$ cat src/rtl/ctrl_pipe_pkg.sv
// Shared defaults and control-word bit positions for the control pipeline.
package ctrl_pipe_pkg;

    localparam int unsigned DefCw     = 12;
    localparam int unsigned DefNs     = 3;
    localparam int unsigned DefKillSt = 0;

    localparam int unsigned RegWriteBit = 0;
    localparam int unsigned MemWriteBit = 1;
    localparam int unsigned MemToRegBit = 2;

    // A killed instruction must not update architectural state.
    localparam logic [DefCw-1:0] DefWeMask = (DefCw'(1) << RegWriteBit) |
                                             (DefCw'(1) << MemWriteBit);

    typedef enum logic [1:0] {
        SelLoad,
        SelHold,
        SelBubble
    } stageSel_e;

endpackage

$ cat src/rtl/ctrl_stage_reg.sv
// One pipeline stage register: loads its source, holds, or takes a bubble.
module ctrl_stage_reg
    import ctrl_pipe_pkg::*;
#(
    parameter int unsigned CW = DefCw
) (
    input  logic          clk,
    input  logic          rst,
    input  logic          flush,
    input  logic          hold,
    input  logic          bubble,
    input  logic [CW-1:0] srcCtrl,
    input  logic          srcValid,
    output logic [CW-1:0] ctrl,
    output logic          valid
);

    stageSel_e sel;

    always_comb begin
        sel = SelLoad;
        if (flush) begin
            sel = SelBubble;
        end else if (hold) begin
            sel = SelHold;
        end else if (bubble) begin
            sel = SelBubble;
        end
    end

    always_ff @(posedge clk) begin
        if (rst) begin
            ctrl  <= '0;
            valid <= 1'b0;
        end else begin
            unique case (sel)
                SelLoad: begin
                    ctrl  <= srcCtrl;
                    valid <= srcValid;
                end
                SelBubble: begin
                    ctrl  <= '0;
                    valid <= 1'b0;
                end
                SelHold: begin
                    ctrl  <= ctrl;
                    valid <= valid;
                end
            endcase
        end
    end

endmodule

$ cat src/rtl/ctrl_pipe.sv
// Control-word pipeline after decode, with an exception kill that strips the
// write enables from the faulting instruction and a sticky/counted exception record.
module ctrl_pipe
    import ctrl_pipe_pkg::*;
#(
    parameter int unsigned    CW      = DefCw,
    parameter int unsigned    NS      = DefNs,
    parameter int unsigned    KILL_ST = DefKillSt,
    parameter logic [CW-1:0]  WE_MASK = DefWeMask
) (
    input  logic             clk,
    input  logic             rst,
    input  logic [CW-1:0]    ctrl_d,
    input  logic             valid_d,
    input  logic [NS-1:0]    stall,
    input  logic [NS-1:0]    flush,
    input  logic             exc_kill,
    input  logic             exc_ack,
    output logic [NS*CW-1:0] ctrl_q,
    output logic [NS-1:0]    valid_q,
    output logic             exc_pending,
    output logic [7:0]       kill_cnt
);

    logic [CW-1:0] stCtrl [NS];
    logic          killXfer;

    // The killed word must really move into the next stage, otherwise the
    // source keeps exc_kill high and we act once the transfer happens.
    assign killXfer = exc_kill && valid_q[KILL_ST] && !stall[KILL_ST] &&
                      !stall[KILL_ST+1] && !flush[KILL_ST+1];

    for (genvar i = 0; i < NS; i++) begin : gStage
        logic [CW-1:0] srcCtrl;
        logic          srcValid;
        logic          bubble;

        if (i == 0) begin : gFirst
            assign srcCtrl  = ctrl_d;
            assign srcValid = valid_d;
            assign bubble   = 1'b0;
        end else if (i == KILL_ST + 1) begin : gKill
            assign srcCtrl  = killXfer ? (stCtrl[i-1] & ~WE_MASK) : stCtrl[i-1];
            assign srcValid = valid_q[i-1];
            assign bubble   = stall[i-1];
        end else begin : gPlain
            assign srcCtrl  = stCtrl[i-1];
            assign srcValid = valid_q[i-1];
            assign bubble   = stall[i-1];
        end

        ctrl_stage_reg #(
            .CW(CW)
        ) uStage (
            .clk     (clk),
            .rst     (rst),
            .flush   (flush[i]),
            .hold    (stall[i]),
            .bubble  (bubble),
            .srcCtrl (srcCtrl),
            .srcValid(srcValid),
            .ctrl    (stCtrl[i]),
            .valid   (valid_q[i])
        );

        assign ctrl_q[i*CW +: CW] = stCtrl[i];
    end

    always_ff @(posedge clk) begin
        if (rst) begin
            exc_pending <= 1'b0;
            kill_cnt    <= '0;
        end else begin
            if (killXfer) begin
                exc_pending <= 1'b1;
            end else if (exc_ack) begin
                exc_pending <= 1'b0;
            end
            if (killXfer && kill_cnt != 8'hFF) begin
                kill_cnt <= kill_cnt + 8'd1;
            end
        end
    end

endmodule

$ cat config.mk
export PLATFORM = sky130hd
export DESIGN_NAME = ctrl_pipe
export DESIGN_NICKNAME = d
export VERILOG_FILES = /design/src/rtl/ctrl_pipe_pkg.sv /design/src/rtl/ctrl_stage_reg.sv /design/src/rtl/ctrl_pipe.sv
export SDC_FILE = /design/constraint.sdc
export NUM_CORES = 1
export LEC_CHECK = 0
export CAP_MARGIN = 30
export CORE_ASPECT_RATIO = 0.5
export CORE_MARGIN = 3
export CORE_UTILIZATION = 44
export DETAILED_ROUTE_END_ITERATION = 10
export PLACE_DENSITY_LB_ADDON = 0.12
export RECOVER_POWER = 25
export SLEW_MARGIN = 10
export SYNTH_ARGS = -nofsm -noshare
export SYNTH_HDL_FRONTEND = slang
export SYNTH_SLANG_ARGS = --single-unit
$ cat constraint.sdc
create_clock -name clk -period 1.8 [get_ports clk]
set_input_delay 0.36 -clock clk [delete_from_list [all_inputs] [get_ports clk]]
set_output_delay 0.36 -clock clk [all_outputs]
set_load 0.02 [all_outputs]
==> run_summary.xml, run 1 <==
<?xml version="1.0" encoding="UTF-8"?>
<metrics>
  <group name="status">
    <metric name="outcome" unit="">complete, no violations</metric>
  </group>
  <group name="global_routing">
    <metric name="grt_antenna_before_repair" unit="">0</metric>
    <metric name="global_route_wire_length_before_repair" unit="microns">7590</metric>
    <metric name="gr-usage-all-layers" unit="">0.182</metric>
    <metric name="number_of_global_route_vias_before_repair" unit="">1601</metric>
    <metric name="grt_max_degree" unit="">39</metric>
    <metric name="gr-total-overflow" unit="">0</metric>
  </group>
  <group name="timing">
    <metric name="finalWorstPathRequiredPeriod" unit="ns">1.75</metric>
    <metric name="slew-limit-headroom" unit="">0.538</metric>
    <metric name="finalMaxSlewViolations" unit="">0</metric>
    <metric name="min_period_over_period" unit="">0.970</metric>
    <metric name="rsz0062_at_grt" unit="">no</metric>
    <metric name="final.setup_skew" unit="ns">0.00723</metric>
    <metric name="fin_worst_hold_slack" unit="ns">0.487</metric>
    <metric name="report.final.hold_viol_count" unit="">0</metric>
    <metric name="timing_worst_slew_pin_value" unit="ns">0.692</metric>
    <metric name="setup_viol" unit="">0</metric>
    <metric name="max_freq" unit="MHz">573</metric>
  </group>
  <group name="synth">
    <metric name="mappedNetlistNets" unit="">239</metric>
    <metric name="share_of_the_yosys_chip_area_belonging_to_registers" unit="">0.490</metric>
    <metric name="ys_types" unit="">33</metric>
    <metric name="post_synth_design_cell_area" unit="sq um">1960</metric>
    <metric name="synthesis.yosys.warnings" unit="">0</metric>
    <metric name="netlist_instances" unit="">215</metric>
    <metric name="yosys_register_bits" unit="">48</metric>
    <metric name="average_cell_area_after_synthesis" unit="sq um">9.12</metric>
  </group>
  <group name="power_and_ir_drop">
    <metric name="switching_share" unit="">0.217</metric>
    <metric name="combinationalPowerShare" unit="">0.090</metric>
    <metric name="power_per_cell_area" unit="nW/um^2">714</metric>
    <metric name="max-vdd-ir-drop" unit="uV">376</metric>
    <metric name="p_seq_frac" unit="">0.535</metric>
    <metric name="cellLeakagePower" unit="nW">1.03</metric>
    <metric name="p_clk_frac" unit="">0.374</metric>
    <metric name="power" unit="mW">2.02</metric>
    <metric name="power_switching" unit="mW">0.439</metric>
    <metric name="cell_internal_pwr" unit="mW">1.58</metric>
  </group>
  <group name="setup_path">
    <metric name="cp-startpoint" unit="">kill_cnt[5]</metric>
    <metric name="cp-start-kind" unit="">flop</metric>
    <metric name="cpLargestDelayFamily" unit="">buffers and inverters</metric>
    <metric name="cp_slowest_stage_delay" unit="ns">0.65</metric>
    <metric name="critical_path.reg2reg.startpoint" unit="">kill_cnt[4]</metric>
    <metric name="criticalPathCategory" unit="">reg -&gt; out</metric>
    <metric name="worstPathRequired" unit="ns">1.44</metric>
    <metric name="worstPathBufferInverterCount" unit="">1</metric>
    <metric name="critical_path.cell_chain" unit="">clkdlybuf4s50_1</metric>
    <metric name="timing.critical_path.fanout_max" unit="">5</metric>
    <metric name="crit_slowest_cell" unit="">sky130_fd_sc_hd__clkdlybuf4s50_1</metric>
    <metric name="worstPathArrival" unit="ns">1.39</metric>
    <metric name="timing.critical_path.to_type" unit="">output pin</metric>
  </group>
  <group name="cells_and_area">
    <metric name="sequential_cell_area" unit="sq um">961</metric>
    <metric name="mostFrequentLayoutCell" unit="">sky130_fd_sc_hd__clkdlybuf4s50_1</metric>
    <metric name="multi_input_comb_area" unit="sq um">910</metric>
    <metric name="post_route_cells_drive_above_1_share" unit="">0.0839</metric>
    <metric name="diodes" unit="">0</metric>
    <metric name="fin_area" unit="sq um">2830</metric>
    <metric name="fillerInstances" unit="">350</metric>
    <metric name="finalNetCount" unit="">309</metric>
    <metric name="area_growth" unit="%">44.2</metric>
    <metric name="final_cell_mix" unit="">sky130_fd_sc_hd__clkdlybuf4s50_1 (67), sky130_fd_sc_hd__dfxtp_1 (48), sky130_fd_sc_hd__nor2_1 (40)</metric>
  </group>
  <group name="floorplanning">
    <metric name="pin_count" unit="">71</metric>
    <metric name="die_w" unit="microns">100</metric>
    <metric name="floorplan.die_area" unit="sq um">5340</metric>
    <metric name="initial_core_util" unit="">0.480</metric>
    <metric name="fp.dieH" unit="microns">53.2</metric>
    <metric name="row_count" unit="">16</metric>
    <metric name="fp.coreArea" unit="sq um">4080</metric>
  </group>
  <group name="routing">
    <metric name="route.antenna.remaining_nets" unit="">0</metric>
    <metric name="initialDrtViolationCount" unit="">76</metric>
    <metric name="route.detailed.drc" unit="">0</metric>
    <metric name="post_drt_wl_per_cell" unit="microns">13.3</metric>
    <metric name="detail_route.wirelength" unit="microns">4540</metric>
    <metric name="vias_per_cell" unit="">5.16</metric>
    <metric name="first_pass_iters" unit="">4</metric>
    <metric name="routed-via-count" unit="">1754</metric>
  </group>
  <group name="worst_hold_path">
    <metric name="timing.hold.worst.start" unit="">exc_pending</metric>
    <metric name="hold_path_class" unit="">reg -&gt; reg</metric>
  </group>
  <group name="cts">
    <metric name="ctsResizeCount" unit="">0</metric>
    <metric name="clock_path_buffers" unit="">2</metric>
    <metric name="clkTransAtPathRegs" unit="ns">0.08</metric>
    <metric name="cts_buffers" unit="">5</metric>
    <metric name="cts.htree.levels" unit="">2</metric>
    <metric name="cts-hold-fix-buffers" unit="">0</metric>
    <metric name="cts_setup_buffers" unit="">0</metric>
    <metric name="cts_tree" unit="">built</metric>
    <metric name="clock_insertion_delay_at_the_later_pin_of_the_skew_report" unit="ns">0.29</metric>
    <metric name="cts_root_buffer" unit="">sky130_fd_sc_hd__clkbuf_8</metric>
    <metric name="cts_sink_count" unit="">48</metric>
  </group>
  <group name="place">
    <metric name="dp_hpwl" unit="microns">3360</metric>
    <metric name="place_congestion" unit="">0.930</metric>
    <metric name="placement.cell_area" unit="sq um">2730</metric>
    <metric name="io_buffer_count" unit="">70</metric>
  </group>
  <group name="job">
    <metric name="cap_viol_max_count" unit="">0</metric>
  </group>
</metrics>
metal layers:
layer  routed length (microns)  track usage  vias up
li1                          -            -      881
met1                      2020        0.230      820
met2                      2200        0.298       48
met3                       271       0.0513        5
met4                        42       0.0716        0
met5                         0            0        -
power groups by stage:
stage / registers, mW / logic [mW] / clock network, mW
floorplan: 1.12 / 0.0810 / 0
global placement: 1.11 / 0.180 / 0
detailed placement: 1.11 / 0.183 / 0
CTS: 1.08 / 0.184 / 0.772
global route: 1.08 / 0.198 / 0.821
finish: 1.08 / 0.182 / 0.756
path summary, 6_finish.rpt:
path | end | slack [ns] | cells past startpoint
max | kill_cnt[5] | 0.05 | 1
min | exc_pending | 0.49 | 2
max reg2reg | kill_cnt[0] | 0.31 | 4
min reg2reg | exc_pending | 0.49 | 2
layout make-up:
cell class / count / area share
Clock buffer: 6 / 0.0257
Clock inverter: 2 / 0.0124
Inverter: 3 / 0.00398
Multi-Input combinational cell: 147 / 0.322
Sequential cell: 48 / 0.340
Tap cell: 54 / 0.0239
Timing Repair Buffer: 80 / 0.272
kinds of logic after synthesis:
| group | Yosys count | share of synthesized area |
|---|---|---|
| AND/OR/NAND/NOR | 90 | 0.258 |
| flip-flops | 48 | 0.490 |
| AO/OA/AOI/OAI | 38 | 0.108 |
| buffers and inverters | 20 | 0.0459 |
| multiplexers | 17 | 0.0874 |
| XOR/XNOR | 1 | 0.00447 |
| adder cells (fa/ha/maj) | 1 | 0.00638 |
Yosys cell counts:
cell type | instances | area [sq um]
sky130_fd_sc_hd__dfxtp_1 | 48 | 961
sky130_fd_sc_hd__nor2_1 | 40 | 150
sky130_fd_sc_hd__a21oi_1 | 30 | 150
sky130_fd_sc_hd__nor3b_1 | 23 | 173
sky130_fd_sc_hd__mux2i_1 | 16 | 160
sky130_fd_sc_hd__clkbuf_1 | 9 | 33.8
sky130_fd_sc_hd__nand2_1 | 4 | 15.0
sky130_fd_sc_hd__buf_2 | 3 | 15.0
sky130_fd_sc_hd__buf_4 | 3 | 22.5
sky130_fd_sc_hd__inv_1 | 3 | 11.3
sky130_fd_sc_hd__nand2b_1 | 3 | 18.8
sky130_fd_sc_hd__nand4_1 | 3 | 18.8
sky130_fd_sc_hd__or2_2 | 3 | 18.8
sky130_fd_sc_hd__a211oi_1 | 2 | 15.0
sky130_fd_sc_hd__buf_1 | 2 | 7.51
sky130_fd_sc_hd__nand3_1 | 2 | 10.0
sky130_fd_sc_hd__nand3b_1 | 2 | 15.0
sky130_fd_sc_hd__nor2b_1 | 2 | 12.5
sky130_fd_sc_hd__o31ai_1 | 2 | 15.0
sky130_fd_sc_hd__or3_1 | 2 | 12.5
sky130_fd_sc_hd__a41oi_1 | 1 | 8.76
sky130_fd_sc_hd__and3_1 | 1 | 6.26
sky130_fd_sc_hd__and4b_1 | 1 | 10.0
sky130_fd_sc_hd__ha_1 | 1 | 12.5
sky130_fd_sc_hd__mux2_2 | 1 | 11.3
sky130_fd_sc_hd__nand3_2 | 1 | 10.0
sky130_fd_sc_hd__nor2b_2 | 1 | 8.76
sky130_fd_sc_hd__nor3b_4 | 1 | 18.8
sky130_fd_sc_hd__o2111ai_1 | 1 | 8.76
sky130_fd_sc_hd__o21ai_0 | 1 | 5.00
sky130_fd_sc_hd__o41ai_1 | 1 | 8.76
sky130_fd_sc_hd__or4_1 | 1 | 7.51
sky130_fd_sc_hd__xnor2_1 | 1 | 8.76
metrics by stage:
step                setup TNS [ns]  setup WS [ns]  utilization  cells
floorplan                        0          0.314            -    215
global placement            -0.139        -0.0590        0.667    332
detailed placement          -0.348         -0.142        0.667    332
CTS                              0         0.0161        0.694    340
global route                     0       0.000284        0.692    340
finish                           0         0.0534        0.692    340
state kept, by name (all words and copies together) (netlist names):
signal,count
gStage.uStage.ctrl,36
gStage.uStage.valid,3
kill_cnt,8
exc_pending,1
Power figures use the tool's default switching activity.
==> inputs of run 2 (changes only) <==
SLEW_MARGIN = default   (was 10)
==> results of run 2 <==
Same layout as run 1: the final DEF is identical, and so are final timing and power.
